`src/rtl/fetch_inflight_tracker.sv`:
```
// In-order tracker for outstanding instruction-fetch requests. Holds per-request
// {fault, subunit, attr}, steers each completion from the owning sub-unit, drops
// completions belonging to flushed requests, drains for instruction fences and
// flags completions that do not belong to the oldest outstanding request.
module fetch_inflight_tracker #(
  parameter int unsigned DEPTH         = 4,
  parameter int unsigned NUM_SUB_UNITS = 3,
  parameter int unsigned ATTR_W        = 34,
  localparam int unsigned SUB_W        = (NUM_SUB_UNITS > 1) ? $clog2(NUM_SUB_UNITS) : 1,
  localparam int unsigned CNT_W        = $clog2(DEPTH + 1)
) (
  input  logic                        clk,
  input  logic                        rst,
  input  logic                        flush,
  input  logic                        req_valid,
  output logic                        req_ready,
  input  logic                        req_fault,
  input  logic [SUB_W-1:0]            req_subunit,
  input  logic [ATTR_W-1:0]           req_attr,
  output logic [NUM_SUB_UNITS-1:0]    sub_new_request,
  input  logic [NUM_SUB_UNITS-1:0]    unit_data_valid,
  input  logic [32*NUM_SUB_UNITS-1:0] unit_data,
  output logic                        rsp_valid,
  output logic [31:0]                 rsp_data,
  output logic                        rsp_fault,
  output logic [ATTR_W-1:0]           rsp_attr,
  output logic [CNT_W-1:0]            inflight_count,
  input  logic                        ifence,
  output logic                        ifence_start,
  output logic                        protocol_error
);

  localparam int unsigned PTR_W = (DEPTH > 1) ? $clog2(DEPTH) : 1;

  localparam logic FenceIdle    = 1'b0;
  localparam logic FencePending = 1'b1;

  logic              fault_mem [DEPTH];
  logic [SUB_W-1:0]  sub_mem   [DEPTH];
  logic [ATTR_W-1:0] attr_mem  [DEPTH];

  logic [PTR_W-1:0] wr_ptr_q, wr_ptr_d;
  logic [PTR_W-1:0] rd_ptr_q, rd_ptr_d;
  logic [CNT_W-1:0] count_q, count_d;
  logic [CNT_W-1:0] discard_q, discard_d;
  logic             fence_q, fence_d;
  logic             perr_q, perr_d;

  logic             full, empty;
  logic             accept, head_done;
  logic             head_fault;
  logic [SUB_W-1:0] head_sub;
  logic             head_unit_valid;
  logic [31:0]      head_unit_data;
  logic             stray_valid;

  assign full  = (count_q == CNT_W'(DEPTH));
  assign empty = (count_q == '0);

  assign head_fault = fault_mem[rd_ptr_q];
  assign head_sub   = sub_mem[rd_ptr_q];

  // No accept while rst is high so sub_new_request holds its reset value.
  assign req_ready = ~full & (fence_q == FenceIdle);
  assign accept    = req_valid & req_ready & ~rst;

  // Select the head's sub-unit return and detect any valid that is not the head's.
  always_comb begin
    head_unit_valid = 1'b0;
    head_unit_data  = '0;
    stray_valid     = 1'b0;
    for (int i = 0; i < NUM_SUB_UNITS; i++) begin
      if (head_sub == SUB_W'(i)) begin
        head_unit_valid = unit_data_valid[i];
        head_unit_data  = unit_data[32*i +: 32];
      end
      if (unit_data_valid[i] && (empty || (head_sub != SUB_W'(i)))) begin
        stray_valid = 1'b1;
      end
    end
  end

  assign head_done = ~empty & (head_fault | head_unit_valid);

  // A completion in the flush cycle is dropped by the flush itself rather than
  // through discard_q, which only covers what is still outstanding afterwards.
  assign rsp_valid = head_done & ~flush & (discard_q == '0);
  assign rsp_data  = head_unit_data;
  assign rsp_fault = head_fault;
  assign rsp_attr  = attr_mem[rd_ptr_q];

  // One-hot launch strobe towards the target sub-unit; faults issue no access.
  always_comb begin
    sub_new_request = '0;
    for (int i = 0; i < NUM_SUB_UNITS; i++) begin
      if (accept && !req_fault && (req_subunit == SUB_W'(i))) begin
        sub_new_request[i] = 1'b1;
      end
    end
  end

  assign inflight_count = count_q;
  assign ifence_start   = (fence_q == FencePending) && (count_q == '0);
  assign protocol_error = perr_q;

  // Next-state for pointers, occupancy, discard counter, fence FSM and error flag.
  always_comb begin
    wr_ptr_d  = wr_ptr_q;
    rd_ptr_d  = rd_ptr_q;
    count_d   = count_q + CNT_W'(accept) - CNT_W'(head_done);
    discard_d = discard_q;
    fence_d   = fence_q;
    perr_d    = perr_q | stray_valid;

    if (accept) begin
      wr_ptr_d = (wr_ptr_q == PTR_W'(DEPTH - 1)) ? '0 : wr_ptr_q + 1'b1;
    end
    if (head_done) begin
      rd_ptr_d = (rd_ptr_q == PTR_W'(DEPTH - 1)) ? '0 : rd_ptr_q + 1'b1;
    end

    if (flush) begin
      discard_d = count_d;
    end else if (head_done && (discard_q != '0)) begin
      discard_d = discard_q - 1'b1;
    end

    unique case (fence_q)
      FenceIdle:    if (ifence) fence_d = FencePending;
      FencePending: if (count_q == '0) fence_d = FenceIdle;
      default:      fence_d = FenceIdle;
    endcase
  end

  // Control state with asynchronous reset.
  always_ff @(posedge clk or posedge rst) begin
    if (rst) begin
      wr_ptr_q  <= '0;
      rd_ptr_q  <= '0;
      count_q   <= '0;
      discard_q <= '0;
      fence_q   <= FenceIdle;
      perr_q    <= 1'b0;
    end else begin
      wr_ptr_q  <= wr_ptr_d;
      rd_ptr_q  <= rd_ptr_d;
      count_q   <= count_d;
      discard_q <= discard_d;
      fence_q   <= fence_d;
      perr_q    <= perr_d;
    end
  end

  // Entry storage; contents are only observed once the occupancy covers them.
  always_ff @(posedge clk) begin
    if (accept) begin
      fault_mem[wr_ptr_q] <= req_fault;
      sub_mem[wr_ptr_q]   <= req_subunit;
      attr_mem[wr_ptr_q]  <= req_attr;
    end
  end

endmodule

```
`config.mk`:
```
export PLATFORM = sky130hd
export DESIGN_NAME = fetch_inflight_tracker
export DESIGN_NICKNAME = d
export VERILOG_FILES = /design/src/rtl/fetch_inflight_tracker.sv
export SDC_FILE = /design/constraint.sdc
export NUM_CORES = 1
export LEC_CHECK = 0
export ABC_CLOCK_PERIOD_IN_PS = 6250
export CORE_ASPECT_RATIO = 0.9
export CORE_MARGIN = 1.5
export CORE_UTILIZATION = 45
export CTS_CLUSTER_SIZE = 16
export DETAILED_ROUTE_END_ITERATION = 6
export PLACE_DENSITY = 0.88
export SETUP_SLACK_MARGIN = 0.4
export SKIP_CTS_REPAIR_TIMING = 1
export SLEW_MARGIN = 15
export SYNTH_ARGS = -nofsm -noshare
export SYNTH_HDL_FRONTEND = slang
export SYNTH_SLANG_ARGS = --single-unit
export TNS_END_PERCENT = 1
```
`constraint.sdc`:
```
create_clock -name clk -period 6.25 [get_ports clk]
set_input_delay 0.625 -clock clk [delete_from_list [all_inputs] [get_ports clk]]
set_output_delay 0.625 -clock clk [all_outputs]
set_load 0.05 [all_outputs]
```
==> flow_summary.yaml <==
placement:
  dp_hpwl_mm: 13.40
  gp_congestion: 0.9845
  port_buffers: 217
  postPlaceCellArea_um2: 9243
detailed_routing:
  drt_wl_total_mm: 18.54
  dr.pass1.iters: 4
  vias: 4388
  via_per_inst: 5.280
  top_layer_used: "met4"
  ant_nets: 0
  drc_errors: 0
  met3WireLength_mm: 1.670
  drtIter0Drc: 258
  wl_per_cell_um: 22.31
  wl_met1_mm: 6.775
  met2_length_mm: 9.319
critical_path:
  end_kind: "primary output"
  crit_type: "flop to primary output"
  cp.required_ns: 5.62
  worst_ep_arrival_time_ns: 4.12
  startpoint_type: "flop"
  crit_fanout: 40
clocking:
  cts_max_level: 4
  cts_root_buf: "clkbuf_16"
  cts_sinks: 160
  cts_made_buffers: 17
  cts.clk_slew.worst_paths_ns: 0.06
  cts_buffer_depth: 2
  clkLatencyLatePin_ns: 0.43
  cts_tree: "yes"
power_and_ir_drop:
  fin_total_pwr_mw: 4.818
  p_leak_nw: 3.417
  irDropWorstVdd_uv: 358.0
  combPwrFrac: 0.518
  p_int_mw: 2.770
  powerDensity_nw_per_um2: 488.9
  switching_power_mw: 2.048
  pwr-share-seq: 0.267
  pwr-share-clk: 0.215
  p_sw_frac: 0.4251
timing:
  max-slew-margin-rel: 0.2889
  setup_violations: 0
  setup-tns-final_ns: 0
  hold_viol_final: 0
  skew_ns: 0.01059
  fin_crit_sh: 0.7584
  rsz0062_at_grt: "no"
  finalCriticalPeriod_ns: 4.740
  worst_pin_slew_ns: 1.067
  report.final.slew_viol_count: 0
  clock.fmax_mhz: 211.0
global_route:
  grt_use_total: 0.2439
  grt_pass1_vias: 4673
  overflow: 0
  grt_max_degree: 41
  grt_pass1_wl_mm: 27.77
  grt_antenna_before_repair: 6
logic_synthesis:
  synth_seq_area_share: 0.6941
  muxShareOfSynthArea: 0.1803
  async_flop_share: 0.07500
  synth_flop_cell: "edfxtp_1"
  syn_area_um2: 6835
  synthesis.nets: 543
  yosys-top-cells-count: "148 x edfxtp_1, 38 x mux4_2, 36 x nand2_1"
  synth_xor_area_frac: 0.002563
  synth_compound_area_frac: 0.03789
  synthSimpleGateAreaFrac: 0.04375
  yosysTopAreaCell: "edfxtp_1"
  synth_top_family_by_area: "multiplexers"
  yosys-top-cells-area: "edfxtp_1 65%, mux4_2 13%, mux2i_1 4.7%"
  synth_cell_type_count: 34
  netlist.area_leader.share: 0.6502
  syn_inst: 392
  synth_most_common_cell: "edfxtp_1"
  syn_avg_cell_area_um2: 17.44
  synthAdderAreaFrac: 0.01940
  yosys_register_bits: 160
  ys_warn_count: 0
  synth_edf_count: 148
die:
  die_w_um: 132.9
  core_area_um2: 14770
  start_util: 0.4629
  die-area_um2: 15940
  row_count: 42
  pin_count: 218
  fp.dieH_um: 119.9
status:
  status: "finished clean"
cells_and_area:
  fillers: 994
  area.growth.synth_to_final_pct: 44.17
  drive_above_1_share: 0.1404
  stdcell_area_um2: 9854
  nets: 765
flow_run:
  drv_cap: 0
hold_path:
  hold_path.class: "primary input to async pin"
worst max-delay path, cell delays in order, from the launching register on:
cell	delay, ns
dfrtp_2	0.35
buf_4	0.47
mux4_2	1.04
mux2_4	0.32
a221oi_4	0.08
or2b_2	0.37
nor3_1	0.17
clkdlybuf4s50_1	0.85
layout by cell type (no fill, tap or decap), types with 3 or more instances in the layout:
| cell type | n |
|---|---|
| edfxtp_1 | 148 |
| ha_1 | 9 |
| nor2_1 | 6 |
| mux4_2 | 38 |
| buf_4 | 6 |
| nor2b_1 | 4 |
| clkdlybuf4s50_1 | 217 |
| nand2_1 | 36 |
| nor2_4 | 4 |
| clkbuf_16 | 17 |
| mux2_4 | 3 |
| o21ai_0 | 34 |
| inv_1 | 15 |
| dfrtp_1 | 10 |
| mux2i_1 | 32 |
| nor3_1 | 4 |
| diode_2 | 6 |
| inv_6 | 6 |
| a21oi_1 | 3 |
area by class of cell:
cell class                 instances  area (µm²)  area share
antenna                            6       15.01    0.001524
clock buffer                      17       425.4     0.04317
sequential                       160        4747      0.4817
clock inverter                    15       171.4     0.01739
inverter                          16       60.06    0.006094
tap                              198       247.7     0.02514
timing repair buffer             223        2217      0.2250
multi-input combinational        196        1971      0.2000
power by group through the flow:
stage / Clock (mW) / Sequential (mW) / Combinational [mW]
floorplan: 0 / 1.33 / 1.70
global placement: 0 / 1.30 / 2.48
detailed placement: 0 / 1.31 / 2.50
CTS: 1.05 / 1.29 / 2.52
global route: 1.10 / 1.30 / 2.62
finish: 1.04 / 1.29 / 2.49
state kept, by name, indices dropped and copies added (netlist names):
signal and cells:
inflight_count 3, attr_mem 136, protocol_error 1, fault_mem 4, sub_mem 8, fence_q 1
discard_q 3, rd_ptr_q 2, wr_ptr_q 2
layer usage:
layer,vias up,track usage
li1,1992,-
met1,2140,0.2814
met2,220,0.4027
met3,36,0.08069
met4,0,0.1367
met5,-,0
logic make-up (layout without fill, tap and decap cells):
logic type	Yosys count	in the layout
compound gates	44	44
xor+xnor	2	2
fa+ha+maj	10	10
buf+inv	36	271
flops	160	160
mux	74	74
other cells	0	6
simple gates	66	66
worst paths after layout:
check | start | endpoint | slack [ns] | cells past startpoint
worst max-delay path | rd_ptr_q[1]$_DFFE_PP0P_ | rsp_valid | 1.51 | 7
worst min-delay path | rst | rd_ptr_q[1]$_DFFE_PP0P_ | 0.54 | 2
worst max register to register | rd_ptr_q[1]$_DFFE_PP0P_ | discard_q[2]$_DFFE_PP0P_ | 1.73 | 13
worst min register to register | fence_q$_DFF_PP0_ | fence_q$_DFF_PP0_ | 0.56 | 2
max in group asynchronous | rst | rd_ptr_q[0]$_DFFE_PP0P_ | 5.34 | 2
min in group clk | fence_q$_DFF_PP0_ | fence_q$_DFF_PP0_ | 0.56 | 2
per-stage QoR:
stage,util,cells,worst slack (ns),hold WS [ns]
after floorplan,-,392,1.922,0.4775
after global placement,0.6259,793,1.870,0.5054
after detailed placement,0.6259,793,1.754,0.5389
after CTS,0.6663,825,1.445,0.5440
after global routing,0.6673,831,1.266,0.5777
final,0.6673,831,1.510,0.5433
(Power assumes the default switching activity.)
